## config.mk

```make
export PLATFORM = sky130hd
export DESIGN_NAME = contador_vidas_param
export DESIGN_NICKNAME = d
export VERILOG_FILES = /design/src/rtl/contador_vidas_pkg.sv /design/src/rtl/contador_cooldown.sv /design/src/rtl/contador_vidas_param.sv
export SDC_FILE = /design/constraint.sdc
export NUM_CORES = 1
export LEC_CHECK = 0
export CAP_MARGIN = 10
export CORE_MARGIN = 8
export CORE_UTILIZATION = 44
export CTS_BUF_LIST = sky130_fd_sc_hd__clkbuf_16
export DETAILED_ROUTE_END_ITERATION = 10
export MAX_ROUTING_LAYER = met4
export PLACE_DENSITY = 0.73
export SYNTH_ARGS = -nofsm -noshare
export SYNTH_HDL_FRONTEND = slang
export SYNTH_SLANG_ARGS = --single-unit
```

## constraint.sdc

```tcl
create_clock -name clk -period 1.9 [get_ports clk]
set_input_delay 0.19 -clock clk [delete_from_list [all_inputs] [get_ports clk]]
set_output_delay 0.19 -clock clk [all_outputs]
set_load 0.01 [all_outputs]
```

## src/rtl/contador_vidas_pkg.sv

```systemverilog
// Shared definitions for the life counter: state encoding and default parameters.
package contador_vidas_pkg;

   typedef enum logic [1:0] {
      VIVO         = 2'd0,
      INVULNERAVEL = 2'd1,
      FIM          = 2'd2
   } estado_t;

   localparam int DEF_WIDTH      = 3;
   localparam int DEF_MAX_VIDAS  = 7;
   localparam int DEF_INIT_VIDAS = 7;
   localparam int DEF_COOLDOWN   = 4;

endpackage

```

## src/rtl/contador_cooldown.sv

```systemverilog
// Loadable down-counter with enable; done is high while the count sits at zero.
module contador_cooldown #(
   parameter int W = 3
) (
   input  logic         clk,
   input  logic         rst_n,
   input  logic         en,
   input  logic         load,
   input  logic [W-1:0] load_value,
   output logic         done
);

   logic [W-1:0] count_q, count_d;

   // NOTE: every always_comb output gets a default first so no path leaves it unassigned (no latch).
   always_comb begin
      count_d = count_q;
      if (load) begin
         count_d = load_value;
      end else if (en && (count_q != '0)) begin
         count_d = count_q - 1'b1;
      end
   end

   // NOTE: state registers use non-blocking assignments so all flops update together at the edge.
   always_ff @(posedge clk or negedge rst_n) begin
      if (!rst_n) begin
         count_q <= '0;
      end else begin
         count_q <= count_d;
      end
   end

   assign done = (count_q == '0);

endmodule

```

## src/rtl/contador_vidas_param.sv

```systemverilog
// Saturating life counter with post-hit invulnerability window and absorbing game-over state.
module contador_vidas_param
   import contador_vidas_pkg::*;
#(
   parameter int WIDTH      = DEF_WIDTH,
   parameter int MAX_VIDAS  = DEF_MAX_VIDAS,
   parameter int INIT_VIDAS = DEF_INIT_VIDAS,
   parameter int COOLDOWN   = DEF_COOLDOWN
) (
   input  logic             clk,
   input  logic             rst_n,
   input  logic             enable,
   input  logic             hit,
   input  logic             bonus,
   input  logic             load,
   input  logic [WIDTH-1:0] load_value,
   output logic [WIDTH-1:0] vidas,
   output logic             game_over,
   output logic             invulneravel,
   output logic             vida_perdida
);

   localparam logic [WIDTH-1:0] MAX_V  = WIDTH'(MAX_VIDAS);
   localparam logic [WIDTH-1:0] INIT_V = WIDTH'(INIT_VIDAS);
   localparam int               CD_W   = (COOLDOWN < 2) ? 1 : $clog2(COOLDOWN + 1);
   // The hit edge itself is the first invulnerable cycle, so the timer holds one less.
   localparam logic [CD_W-1:0]  CD_LOAD = CD_W'((COOLDOWN > 0) ? COOLDOWN - 1 : 0);

   estado_t          estado_q, estado_d;
   logic [WIDTH-1:0] vidas_q, vidas_d;
   logic             game_over_q, game_over_d;
   logic             invul_q, invul_d;
   logic             perdida_q, perdida_d;
   logic             cd_load, cd_en, cd_done;
   logic [CD_W-1:0]  cd_val;

   contador_cooldown #(.W(CD_W)) u_cooldown (
      .clk        (clk),
      .rst_n      (rst_n),
      .en         (cd_en),
      .load       (cd_load),
      .load_value (cd_val),
      .done       (cd_done)
   );

   always_comb begin
      estado_d  = estado_q;
      vidas_d   = vidas_q;
      perdida_d = 1'b0;
      cd_load   = 1'b0;
      cd_en     = 1'b0;
      cd_val    = '0;
      if (enable) begin
         if (load) begin
            vidas_d  = (load_value > MAX_V) ? MAX_V : load_value;
            estado_d = (vidas_d == '0) ? FIM : VIVO;
            cd_load  = 1'b1;
         end else begin
            unique case (estado_q)
               VIVO: begin
                  if (hit && !bonus && (vidas_q != '0)) begin
                     vidas_d   = vidas_q - 1'b1;
                     perdida_d = 1'b1;
                     if (vidas_d == '0) begin
                        estado_d = FIM;
                     end else if (COOLDOWN > 0) begin
                        estado_d = INVULNERAVEL;
                        cd_load  = 1'b1;
                        cd_val   = CD_LOAD;
                     end
                  end else if (bonus && !hit && (vidas_q < MAX_V)) begin
                     vidas_d = vidas_q + 1'b1;
                  end
               end
               INVULNERAVEL: begin
                  if (bonus && (vidas_q < MAX_V)) begin
                     vidas_d = vidas_q + 1'b1;
                  end
                  if (cd_done) begin
                     estado_d = VIVO;
                  end else begin
                     cd_en = 1'b1;
                  end
               end
               FIM: begin
               end
               default: estado_d = VIVO;
            endcase
         end
      end
      game_over_d = (estado_d == FIM);
      invul_d     = (estado_d == INVULNERAVEL);
   end

   always_ff @(posedge clk or negedge rst_n) begin
      if (!rst_n) begin
         estado_q    <= VIVO;
         vidas_q     <= INIT_V;
         game_over_q <= 1'b0;
         invul_q     <= 1'b0;
         perdida_q   <= 1'b0;
      end else begin
         estado_q    <= estado_d;
         vidas_q     <= vidas_d;
         game_over_q <= game_over_d;
         invul_q     <= invul_d;
         perdida_q   <= perdida_d;
      end
   end

   assign vidas        = vidas_q;
   assign game_over    = game_over_q;
   assign invulneravel = invul_q;
   assign vida_perdida = perdida_q;

endmodule

```

## After elaboration in Yosys (flattened, before gate mapping)

Index checks and enable logic that the tools add are counted.

- Div/mod/pow operators: 0
- Shifts and indexed selects: 0
- Mux-type cells: 33
- $add $sub $neg: 3
- Reductions and logical operators: 17
- Eq/ne operators: 6
- Bitwise logic cells: 0
- Magnitude comparators: 2
- Multipliers: 0

Operators by type and width:

| kind | number |
|---|---|
| 2-bit 2-to-1 mux | 11 |
| 3-bit 2-to-1 mux | 7 |
| 1-bit 2-to-1 mux | 13 |
| 3-bit logical NOT | 3 |
| 3-bit nonzero test | 3 |
| 1-bit logical AND | 6 |
| 2-bit one-hot mux with 3 select lines | 1 |
| 3-bit one-hot mux with 2 select lines | 1 |
| 3-bit by 1-bit subtractor with 3-bit output, second input constant | 2 |
| 2-bit by 1-bit equality test with 1-bit output, second input constant | 2 |
| 2-bit equality test, second input constant | 2 |
| 4-bit != test, second input constant | 1 |
| 4-bit AND reduction | 1 |
| 3-bit by 1-bit adder with 3-bit output, second input constant | 1 |
| 3-bit greater-than comparator, second input constant | 1 |
| 3-bit < comparator, second input constant | 1 |
| 3-bit != test, second input constant | 1 |
| 1-bit logical NOT | 2 |
| 2-bit logical NOT | 1 |
| 2-bit nonzero test | 1 |

- Logic and storage cells: 67
- Memories: 0
- Output and inout port bits: 6
- Flip-flop bits (word level): 11
- Latch bits: 0
- Input port bits: 9
- Bits in read-only memories: 0
- RAM bits: 0

## Depth between registers and ports, before layout

Gate-level depths: netlist of run 1.

- Depth after elaboration: 8
- Depth in mapped cells: 7
- Mapped depth without buffers: 7

## Hierarchy

A second synthesis of run 1 with hierarchy kept.

- Cells, all modules: 73
- Area total of the unflattened synthesis: 730.7 sq um

By module, submodules not included:

| module | area an instance (sq um) | sequential area each (sq um) | cells each | instances |
|---|---|---|---|---|
| contador_vidas_param | 540.5 | 203.9 | 54 | 1 |
| contador_cooldown | 190.2 | 75.1 | 19 | 1 |

## Worst setup path after synthesis of run 1

OpenSTA, ideal clock, no wires.

- Path kind: register -> register
- Start: register vidas_q[0], in the netlist vidas[0]
- End: register vidas_q[1], in the netlist vidas[1]
- Clock period less this slack: 2113 ps
- Library setup time: 61 ps
- Slack: -213 ps
- Arrival time: 2052 ps
- Cell stages (with the launch flop): 8
- Path through: dfstp_2 inv_1 ha_1 ha_1 or3b_4 or4_1 nand3_1 mux2_1

- Cells in the longest elaborated chain, start to end: 5

RTL lines:

| what | line | source |
|---|---|---|
| from (decl) | contador_vidas_param.sv:30 | `logic [WIDTH-1:0] vidas_q, vidas_d;` |
| from (signal assigned) | contador_vidas_param.sv:104 | `vidas_q <= vidas_d;` |
| 3-bit by 1-bit adder with 3-bit output or 3-bit nonzero test (tied branches) | contador_vidas_param.sv:72, contador_vidas_param.sv:77, contador_vidas_param.sv:61 |  |
| 3-bit 2-to-1 mux or 1-bit logical AND (tied branches) | contador_vidas_param.sv:71, contador_vidas_param.sv:61 |  |
| 3-bit 2-to-1 mux | contador_vidas_param.sv:61 | `if (hit && !bonus && (vidas_q != '0)) begin` |
| 3-bit one-hot mux with 2 select lines | contador_vidas_param.sv:59 | `unique case (estado_q)` |
| 3-bit 2-to-1 mux | contador_vidas_param.sv:54 | `if (load) begin` |

Parallel ways exist; a longest one is shown, timed or not. The select of a mux whose other input is x is not followed.
A chain may end at the register's enable or synchronous reset.

## Worst setup path in the final report of run 1

Ends and elaborated chain as after synthesis.

==> reports/metrics.yaml, run 1 <==
run_status:
  run_status: "complete, but fails checks"
  failed_checks: "setup timing"
finish:
  layout-drive-gt1-share_pct: 26.8
  area.growth.synth_to_final_pct: 48.7
  antenna_cells: 0
  nFillCells: 107
  utilization_pct: 70.0
  final_nets: 113
  layoutNonFillerInstCount: 113
synthesis:
  post_synth.cell_area_avg_um2: 9.59
  synth_seq_area_share_pct: 39.3
  postSynthNetCount: 89
  synth_edf_count: 0
  synth_async_sr_flop_share_pct: 100
  synth_cell_types: 36
  postSynthCellCount: 74
  synth_seq_cells: 11
  syn-cell-area_um2: 709
  yosys_warnings: 0
  most_used_flip_flop_cell_after_synthesis: "sky130_fd_sc_hd__dfrtp_1"
clock_tree:
  clockBufferDepth: 2
  cts_tree: "built"
  clockRootBuffer: "sky130_fd_sc_hd__clkbuf_16"
  cts-buffers-inserted: 3
  numClockSinks: 11
  htreeDepth: 1
  clock_latency_ns: 0.24
  clkSlewWorstSetupHoldPaths_ns: 0.04
route:
  detail-route-antenna-nets: 0
  routed-via-count: 668
  routed_wire_length_per_instance_um: 15.4
  drc: 0
  avgViaCountPerCell: 5.91
  dr.first_iter.drc_count: 19
  detail_route.wirelength_um: 1740
  dr.pass1.iters: 4
floorplan:
  die_area_um2: 3150
  die_x_um: 56.2
  core_area_um2: 1510
  core.rowCount: 14
  ioPinCount: 15
  initial_utilization_pct: 47.1
  die_h_um: 56.2
global_routing:
  global_route_congestion_overflow_total: 0
  maximum_number_of_pins_on_one_net_before_global_route_repair: 12
  grt_use_total_pct: 11.5
  first_global_vias: 623
  antenna_found_initial: 0
  first_pass_grt_wire_length_um: 2870
placed_design:
  post-place-cells: 108
  placement.io_buffers: 14
  placed_wire_length_estimate_um: 1400
  gp_weighted_congestion: 0.845
sta:
  max_freq_mhz: 482
  rsz0062_at_grt: "true"
  skew_final_ns: 0.000508
  setup_viol: 4
  layout_min_cycle_time_ns: 2.07
  hold-worst-slack_ns: 0.278
  maxSlewHeadroom_pct: 62.5
  finalSetupTns_ns: -0.352
  hold_violations: 0
  tightest_slew_ns: 0.562
  final-max-slew-violation-count: 0
  setup_ws_ns: -0.175
  min_period_over_period_pct: 109
worst_hold_path:
  min-delay-path-class: "in2async"
critical_path:
  cp_data_required_time_ns: 2.08
  critical_path_class: "reg2reg"
  worstSetupStartpointType: "flip-flop"
  critical_path_arrival_ns: 2.26
  critPathCaptureType: "flip-flop"
  worstPathMaxFanout: 6
power:
  ir_worst_vdd_mv: 0.971
  pwr_density_cell_nw_per_um2: 1400
  power.leakage_nw: 0.482
  pwr_total_mw: 1.48
run:
  drv_cap: 0
## through the flow
step | instance area (um^2) | worst slack, ns
CTS | 1010 | -0.151
global route | 1050 | -0.224
detailed placement | 932 | -0.160
floorplan | 734 | -0.168
global placement | 932 | -0.109
finish | 1050 | -0.175
## registers in the layout (all words and copies together), names as in the netlist
register and flops:
game_over 1, invulneravel 1, vida_perdida 1, estado_q 2
vidas 3, u_cooldown.count_q 3
## routing by layer
metal	part of all wire, %	vias up	track usage, %
li1	-	321	-
met1	41	304	13.7
met2	47	36	17.1
met3	8.8	7	2.51
met4	3.0	0	7.22
met5	0	-	-
## report_power, final
part           internal (mW)  leakage (nW)  total [mW]  switching, mW
Sequential             0.329         0.140       0.380         0.0510
Clock                  0.278        0.0409       0.382          0.104
Combinational          0.369         0.301       0.712          0.344
Total                  0.976         0.482        1.48          0.499
## cells by family (layout without fill, tap and decap cells)
logic type / count (synthesis) / after routing / synth area share, %
flip-flops: 11 / 11 / 39.3
AO/OA/AOI/OAI: 21 / 21 / 22.0
multiplexers: 2 / 2 / 3.00
XOR/XNOR: 1 / 1 / 1.23
buffers and inverters: 12 / 35 / 6.35
AND/OR/NAND/NOR: 21 / 21 / 17.5
adder cells (fa/ha/maj): 6 / 6 / 10.6
## area by class of cell
| class | count | area (um^2) | share of cell area (%) |
|---|---|---|---|
| clock buffer | 3 | 75.1 | 7.12 |
| clock inverter | 1 | 5.00 | 0.474 |
| inverter | 10 | 37.5 | 3.56 |
| multi-input combinational | 51 | 445 | 42.2 |
| sequential | 11 | 279 | 26.5 |
| tap | 16 | 20.0 | 1.90 |
| timing repair buffer | 21 | 193 | 18.3 |
## layout by cell type, fill, tap and decap left out, types with 2 or more instances in the layout
cell / netlist / routed
sky130_fd_sc_hd__nand2_1: 4 / 4
sky130_fd_sc_hd__dfrtp_1: 8 / 8
sky130_fd_sc_hd__and3_1: 3 / 3
sky130_fd_sc_hd__clkbuf_16: 0 / 3
sky130_fd_sc_hd__nor2_1: 3 / 3
sky130_fd_sc_hd__inv_1: 10 / 8
sky130_fd_sc_hd__a31oi_1: 3 / 3
sky130_fd_sc_hd__ha_1: 6 / 4
sky130_fd_sc_hd__o21ai_0: 3 / 3
sky130_fd_sc_hd__ha_4: 0 / 2
sky130_fd_sc_hd__nor3_1: 2 / 2
sky130_fd_sc_hd__buf_4: 0 / 7
sky130_fd_sc_hd__o22a_1: 2 / 2
sky130_fd_sc_hd__dfstp_2: 3 / 3
sky130_fd_sc_hd__clkdlybuf4s50_1: 0 / 14
sky130_fd_sc_hd__inv_2: 0 / 2
## critical path, stage by stage, from the launching register on
cell and delay, ns:
sky130_fd_sc_hd__dfstp_2 0.53, sky130_fd_sc_hd__inv_2 0.05, sky130_fd_sc_hd__ha_4 0.15, sky130_fd_sc_hd__ha_4 0.15
sky130_fd_sc_hd__or3b_4 0.43, sky130_fd_sc_hd__or4_4 0.50, sky130_fd_sc_hd__nand3_2 0.08, sky130_fd_sc_hd__mux2_1 0.12
## synth_stat cells, types with 2 or more instances
master,n,area share [%]
sky130_fd_sc_hd__a31oi_1,3,2.6
sky130_fd_sc_hd__and3_1,3,2.6
sky130_fd_sc_hd__clkbuf_1,2,1.1
sky130_fd_sc_hd__dfrtp_1,8,28
sky130_fd_sc_hd__dfstp_2,3,11
sky130_fd_sc_hd__ha_1,6,11
sky130_fd_sc_hd__inv_1,10,5.3
sky130_fd_sc_hd__nand2_1,4,2.1
sky130_fd_sc_hd__nand3_1,2,1.4
sky130_fd_sc_hd__nor2_1,3,1.6
sky130_fd_sc_hd__nor3_1,2,1.4
sky130_fd_sc_hd__o21ai_0,3,2.1
sky130_fd_sc_hd__o22a_1,2,2.5
## what timing repair did
action	CTS	global route
endpoints found under the hold margin	0	0
hold buffers	0	0
setup buffers	0	1
endpoints found under the setup margin	4	6
gates cloned	0	0
pin swaps	1	1
gates resized for setup	0	7
## final timing paths
path | from | to | slack, ns | cells past startpoint
max reg2reg | vidas[0] | vidas[1] | -0.17 | 7
max in group asynchronous | rst_n | vidas[1] | 1.28 | 1
min | rst_n | u_cooldown.count_q[0] | 0.28 | 1
min reg2reg | u_cooldown.count_q[1] | u_cooldown.count_q[1] | 0.50 | 1
min in group clk | u_cooldown.count_q[1] | u_cooldown.count_q[1] | 0.50 | 1
max | vidas[0] | vidas[1] | -0.17 | 7
No activity file was read; power rests on OpenSTA's default activity.
==> run 2: changes to the inputs <==
CAP_MARGIN = 15   (was 10)
CORE_MARGIN = 4   (was 8)
==> run 2 against run 1 <==
Sequential power barely moved. Non-clock buffer count rose by 6. Cell area up 14%. Fmax decreased by 1.8%. The run still ends with setup timing left. Total power up 16%. Critical path type unchanged.
==> reports/metrics.yaml, run 2 (synthesis results as in run 1) <==
route:
  detail-route-antenna-nets: 0
  dr.pass1.iters: 4
  avgViaCountPerCell: 6.04
  routed-via-count: 719
  drc: 0
  detail_route.wirelength_um: 2260
  routed_wire_length_per_instance_um: 18.9
  dr.first_iter.drc_count: 47
clock_tree:
  clockBufferDepth: 2
  clkSlewWorstSetupHoldPaths_ns: 0.05
  numClockSinks: 11
  cts-buffers-inserted: 3
  cts_tree: "built"
  clockRootBuffer: "sky130_fd_sc_hd__clkbuf_16"
  cts_hold_buf: 0
  htreeDepth: 1
  clock_latency_ns: 0.24
sta:
  min_period_over_period_pct: 111
  rsz0062_at_grt: "true"
  layout_min_cycle_time_ns: 2.11
  setup_viol: 8
  hold_violations: 0
  skew_final_ns: 0.000483
  setup_ws_ns: -0.212
  final-max-slew-violation-count: 0
  maxSlewHeadroom_pct: 53.4
  hold-worst-slack_ns: 0.294
  max_freq_mhz: 473
  finalSetupTns_ns: -0.837
  tightest_slew_ns: 0.697
power:
  ir_worst_vdd_mv: 1.26
  power.leakage_nw: 0.536
  pwr_density_cell_nw_per_um2: 1430
  pwr_total_mw: 1.72
finish:
  mostFrequentLayoutCell: "sky130_fd_sc_hd__clkdlybuf4s50_1"
  regArea_um2: 279
  multiInputGateArea_um2: 528
  final_nets: 119
  layout-drive-gt1-share_pct: 39.8
  most_frequent_cells_in_the_layout: "sky130_fd_sc_hd__clkdlybuf4s50_1 (14), sky130_fd_sc_hd__buf_4 (9), sky130_fd_sc_hd__inv_1 (8), sky130_fd_sc_hd__dfrtp_1 (8), sky130_fd_sc_hd__buf_6 (4)"
  antenna_cells: 0
  layoutNonFillerInstCount: 119
  area.growth.synth_to_final_pct: 68.8
  nFillCells: 85
floorplan:
  core_area_um2: 1510
  ioPinCount: 15
  initial_utilization_pct: 47.1
  core.rowCount: 14
  die_h_um: 48.2
  die_x_um: 48.2
  die_area_um2: 2320
placed_design:
  place_worst_setup_slack_ns: -0.132
  placed_wire_length_estimate_um: 1200
  placement.io_buffers: 14
  gp_weighted_congestion: 0.810
  post-place-cells: 108
critical_path:
  worst-r2r-setup-slack_ns: -0.21
  timing.critical_path.slowest_cell_delay_ns: 0.53
  rr_worst_depth: 7
  cpMaxStageDelayCell: "sky130_fd_sc_hd__dfstp_2"
  timing.critical_path.cells: "inv_2, ha_4, ha_4, or3b_4, or4_4, nand3_2, mux2_4"
  critPathCaptureType: "flip-flop"
  critical-path-top-cell-by-count: "sky130_fd_sc_hd__ha_4"
  worstSetupStartpointType: "flip-flop"
  worstPathMaxFanout: 4
  cp_data_required_time_ns: 2.08
  critical_path_arrival_ns: 2.30
  critical_path_class: "reg2reg"
global_routing:
  global_route_congestion_overflow_total: 0
  antenna_found_initial: 0
  maximum_number_of_pins_on_one_net_before_global_route_repair: 12
  first_global_vias: 705
  first_pass_grt_wire_length_um: 3450
  grt_use_total_pct: 22.7
worst_hold_path:
  min-delay-path-class: "in2async"
run:
  drv_cap: 0
run_status:
  failed_checks: "setup timing"
  run_status: "complete, but fails checks"
==> run 2: stage by stage <==
stage	utilization (%)	instance area, um^2
final	79.5	1200
after global routing	79.5	1200
after CTS	75.7	1140
after detailed placement	61.9	932
after global placement	61.9	932
after floorplan	-	734
==> run 2: cell type report <==
type | count | area share, %
Clock buffer | 3 | 6.27
Clock inverter | 1 | 0.418
Inverter | 10 | 3.13
Multi-Input combinational cell | 51 | 44.1
Sequential cell | 11 | 23.3
Tap cell | 16 | 1.67
Timing Repair Buffer | 27 | 21.1
==> run 2: critical path, delay by kind of cell (launching register included) <==
kind | cells | cell delay [ns]
adder cells (fa/ha/maj) | 2 | 0.30
buffers and inverters | 1 | 0.05
flip-flops | 1 | 0.53
multiplexers | 1 | 0.14
AND/OR/NAND/NOR | 3 | 1.03
==> run 2: final timing paths <==
check | from | end
min in group clk | u_cooldown.count_q[1] | u_cooldown.count_q[1]
max | vidas[1] | vidas[1]
min reg2reg | u_cooldown.count_q[1] | u_cooldown.count_q[1]
max in group asynchronous | rst_n | vidas[1]
max reg2reg | vidas[1] | vidas[1]
min | rst_n | vida_perdida
==> run 2: routing by layer <==
layer  GRT usage, %  share of wire, %
met1           30.1                41
met2           33.9                49
met3           4.06               5.9
met4           9.14               4.1
met5              -                 0
==> run 2: what timing repair did <==
action | 4_1_cts | 5_1_grt
pin swaps | 7 | 10
endpoints found under the setup margin | 5 | 11
resized for setup | 15 | 11
buffers inserted | 7 | 1
==> run 2: where the power goes <==
group / total (mW) / switching (mW) / internal, mW
sequential: 0.382 / 0.0531 / 0.329
combinational: 0.941 / 0.442 / 0.499
clock: 0.394 / 0.115 / 0.280
==> run 3: changes to the inputs <==
CTS_CLUSTER_DIAMETER = 80   (was not set)
TNS_END_PERCENT = 5   (was not set)
==> run 3 against run 2 <==
The run still ends with setup timing left. Die area unchanged. Count of clock-buffer cells in the layout unchanged. Cell area down 16%. Wire length decreased by 18%. Worst hold slack lost 0.0038 ns. Global-route usage is 2.5 points lower. Final cell count down 5.9%. Non-clock buffer count shrank 7. Sequential power up 1%. Register-to-register slack better by 0.07 ns. Sequential cell count is the same.
==> reports/metrics.yaml, run 3 (synthesis results as in run 1) <==
sta:
  hold_violations: 0
  min_period_over_period_pct: 108
  hold-worst-slack_ns: 0.290
  rsz0062_at_grt: "true"
  skew_final_ns: 0.00491
  max_freq_mhz: 489
  final-max-slew-violation-count: 0
  tightest_slew_ns: 0.652
  setup_ws_ns: -0.144
  maxSlewHeadroom_pct: 56.4
  setup_viol: 5
  layout_min_cycle_time_ns: 2.04
route:
  detail_route.wirelength_um: 1850
  dr.pass1.iters: 4
  dr.first_iter.drc_count: 17
  routed_wire_length_per_instance_um: 16.5
  avgViaCountPerCell: 6.10
  routed-via-count: 683
  detail-route-antenna-nets: 0
  drc: 0
finish:
  nFillCells: 121
  utilization_pct: 66.6
  most_frequent_cells_in_the_layout: "sky130_fd_sc_hd__clkdlybuf4s50_1 (14), sky130_fd_sc_hd__inv_1 (8), sky130_fd_sc_hd__dfrtp_1 (8)"
  final_nets: 112
  mostFrequentLayoutCell: "sky130_fd_sc_hd__clkdlybuf4s50_1"
  layout-drive-gt1-share_pct: 20.8
  regArea_um2: 279
  post_route_design_area_um2: 1000
  layoutNonFillerInstCount: 112
  area.growth.synth_to_final_pct: 41.4
  antenna_cells: 0
  multiInputGateArea_um2: 402
placed_design:
  post-place-cells: 108
  placement.io_buffers: 14
  place_area_um2: 910
  gp_weighted_congestion: 0.855
  placed_wire_length_estimate_um: 1380
critical_path:
  worstSetupStartpointType: "flip-flop"
  critical-path-top-cell-by-count: "sky130_fd_sc_hd__ha_2"
  cp_data_required_time_ns: 2.09
  critical_path_cell_count: 7
  rr_worst_depth: 7
  worstPathMaxFanout: 6
  critPathCaptureType: "flip-flop"
  timing.critical_path.cells: "inv_2, ha_2, ha_2, or3b_4, or4_1, nand3_1, mux2_1"
  r2r_start: "vidas[1]"
  critical_path.startpoint: "vidas[1]"
  r2r_end: "vidas[1]"
  worst-r2r-setup-slack_ns: -0.14
  critical_path_class: "reg2reg"
  cpMaxStageDelayCell: "sky130_fd_sc_hd__dfstp_2"
  critical_path_arrival_ns: 2.23
  crit_end: "vidas[1]"
  timing.critical_path.slowest_cell_delay_ns: 0.53
  family_of_cells_with_the_greatest_summed_delay_on_the_critical_path: "simple AND/OR/NAND/NOR gates"
  timing.critical_path.buf_inv: 1
run:
  drv_cap: 0
global_routing:
  grt_use_total_pct: 20.2
  global_route_congestion_overflow_total: 0
  maximum_number_of_pins_on_one_net_before_global_route_repair: 12
  first_global_vias: 670
  first_pass_grt_wire_length_um: 3080
  antenna_found_initial: 0
clock_tree:
  cts-buffers-inserted: 3
  numClockSinks: 11
  cts_tree: "built"
  clockBufferDepth: 2
  clock_latency_ns: 0.24
  htreeDepth: 1
  cts_hold_buf: 0
  clkSlewWorstSetupHoldPaths_ns: 0.04
  clockRootBuffer: "sky130_fd_sc_hd__clkbuf_16"
floorplan:
  die_area_um2: 2320
  core_area_um2: 1510
  initial_utilization_pct: 47.1
  die_x_um: 48.2
  die_h_um: 48.2
  core.rowCount: 14
  ioPinCount: 15
power:
  pwr_total_mw: 1.40
  ir_worst_vdd_mv: 1.01
  power.leakage_nw: 0.469
  pwr_density_cell_nw_per_um2: 1400
run_status:
  run_status: "complete, but fails checks"
  failed_checks: "setup timing"
worst_hold_path:
  min-delay-path-class: "in2async"
-- run 3: cell type report --
class | instances | share of cell area [%]
Inverter | 10 | 3.74
Timing Repair Buffer | 20 | 18.5
Clock inverter | 1 | 0.499
Tap cell | 16 | 2.00
Clock buffer | 3 | 7.48
Multi-Input combinational cell | 51 | 40.0
Sequential cell | 11 | 27.8
-- run 3: what timing repair did --
item	in CTS	in global routing
endpoints found under the setup margin	5	6
buffers inserted	0	0
hold endpoints to repair	0	0
resized for setup	4	0
pin swaps	1	0
gates cloned	0	0
-- run 3: stage by stage --
step	setup TNS (ns)	setup slack, ns
6_report	-0.393	-0.144
5_1_grt	-0.779	-0.200
4_1_cts	-0.370	-0.146
3_5_place_dp	-0.726	-0.231
3_3_place_gp	-0.520	-0.158
2_1_floorplan	-0.325	-0.206
-- run 3: worst min path at each step --
stage                                  endpoint  slack [ns]  cells after the start
final                     u_cooldown.count_q[0]        0.29                      1
after global routing      u_cooldown.count_q[0]        0.34                      1
after CTS                 u_cooldown.count_q[2]        0.31                      1
after detailed placement  u_cooldown.count_q[1]        0.52                      1
after global placement    u_cooldown.count_q[1]        0.50                      1
after floorplan                     estado_q[0]       -0.11                      0
-- run 3: power breakdown --
| part | internal, mW | switching, mW |
|---|---|---|
| clock | 0.279 | 0.111 |
| sequential | 0.329 | 0.0565 |
| combinational | 0.315 | 0.311 |
| total | 0.923 | 0.479 |
-- run 3: worst reg2reg max path: cells and delay by family (launching register included) --
family                     cells  cell delay [ns]
and+or+nand+nor                3             0.97
muxes                          1             0.12
adders and majority gates      2             0.33
buffers and inverters          1             0.04
DFF                            1             0.53
-- run 3: layer usage --
layer  track usage [%]  share of wire (%)
met5                 -                  0
met3              6.64                5.3
met2              28.4                 48
met1              26.4                 45
met4              8.60                2.3
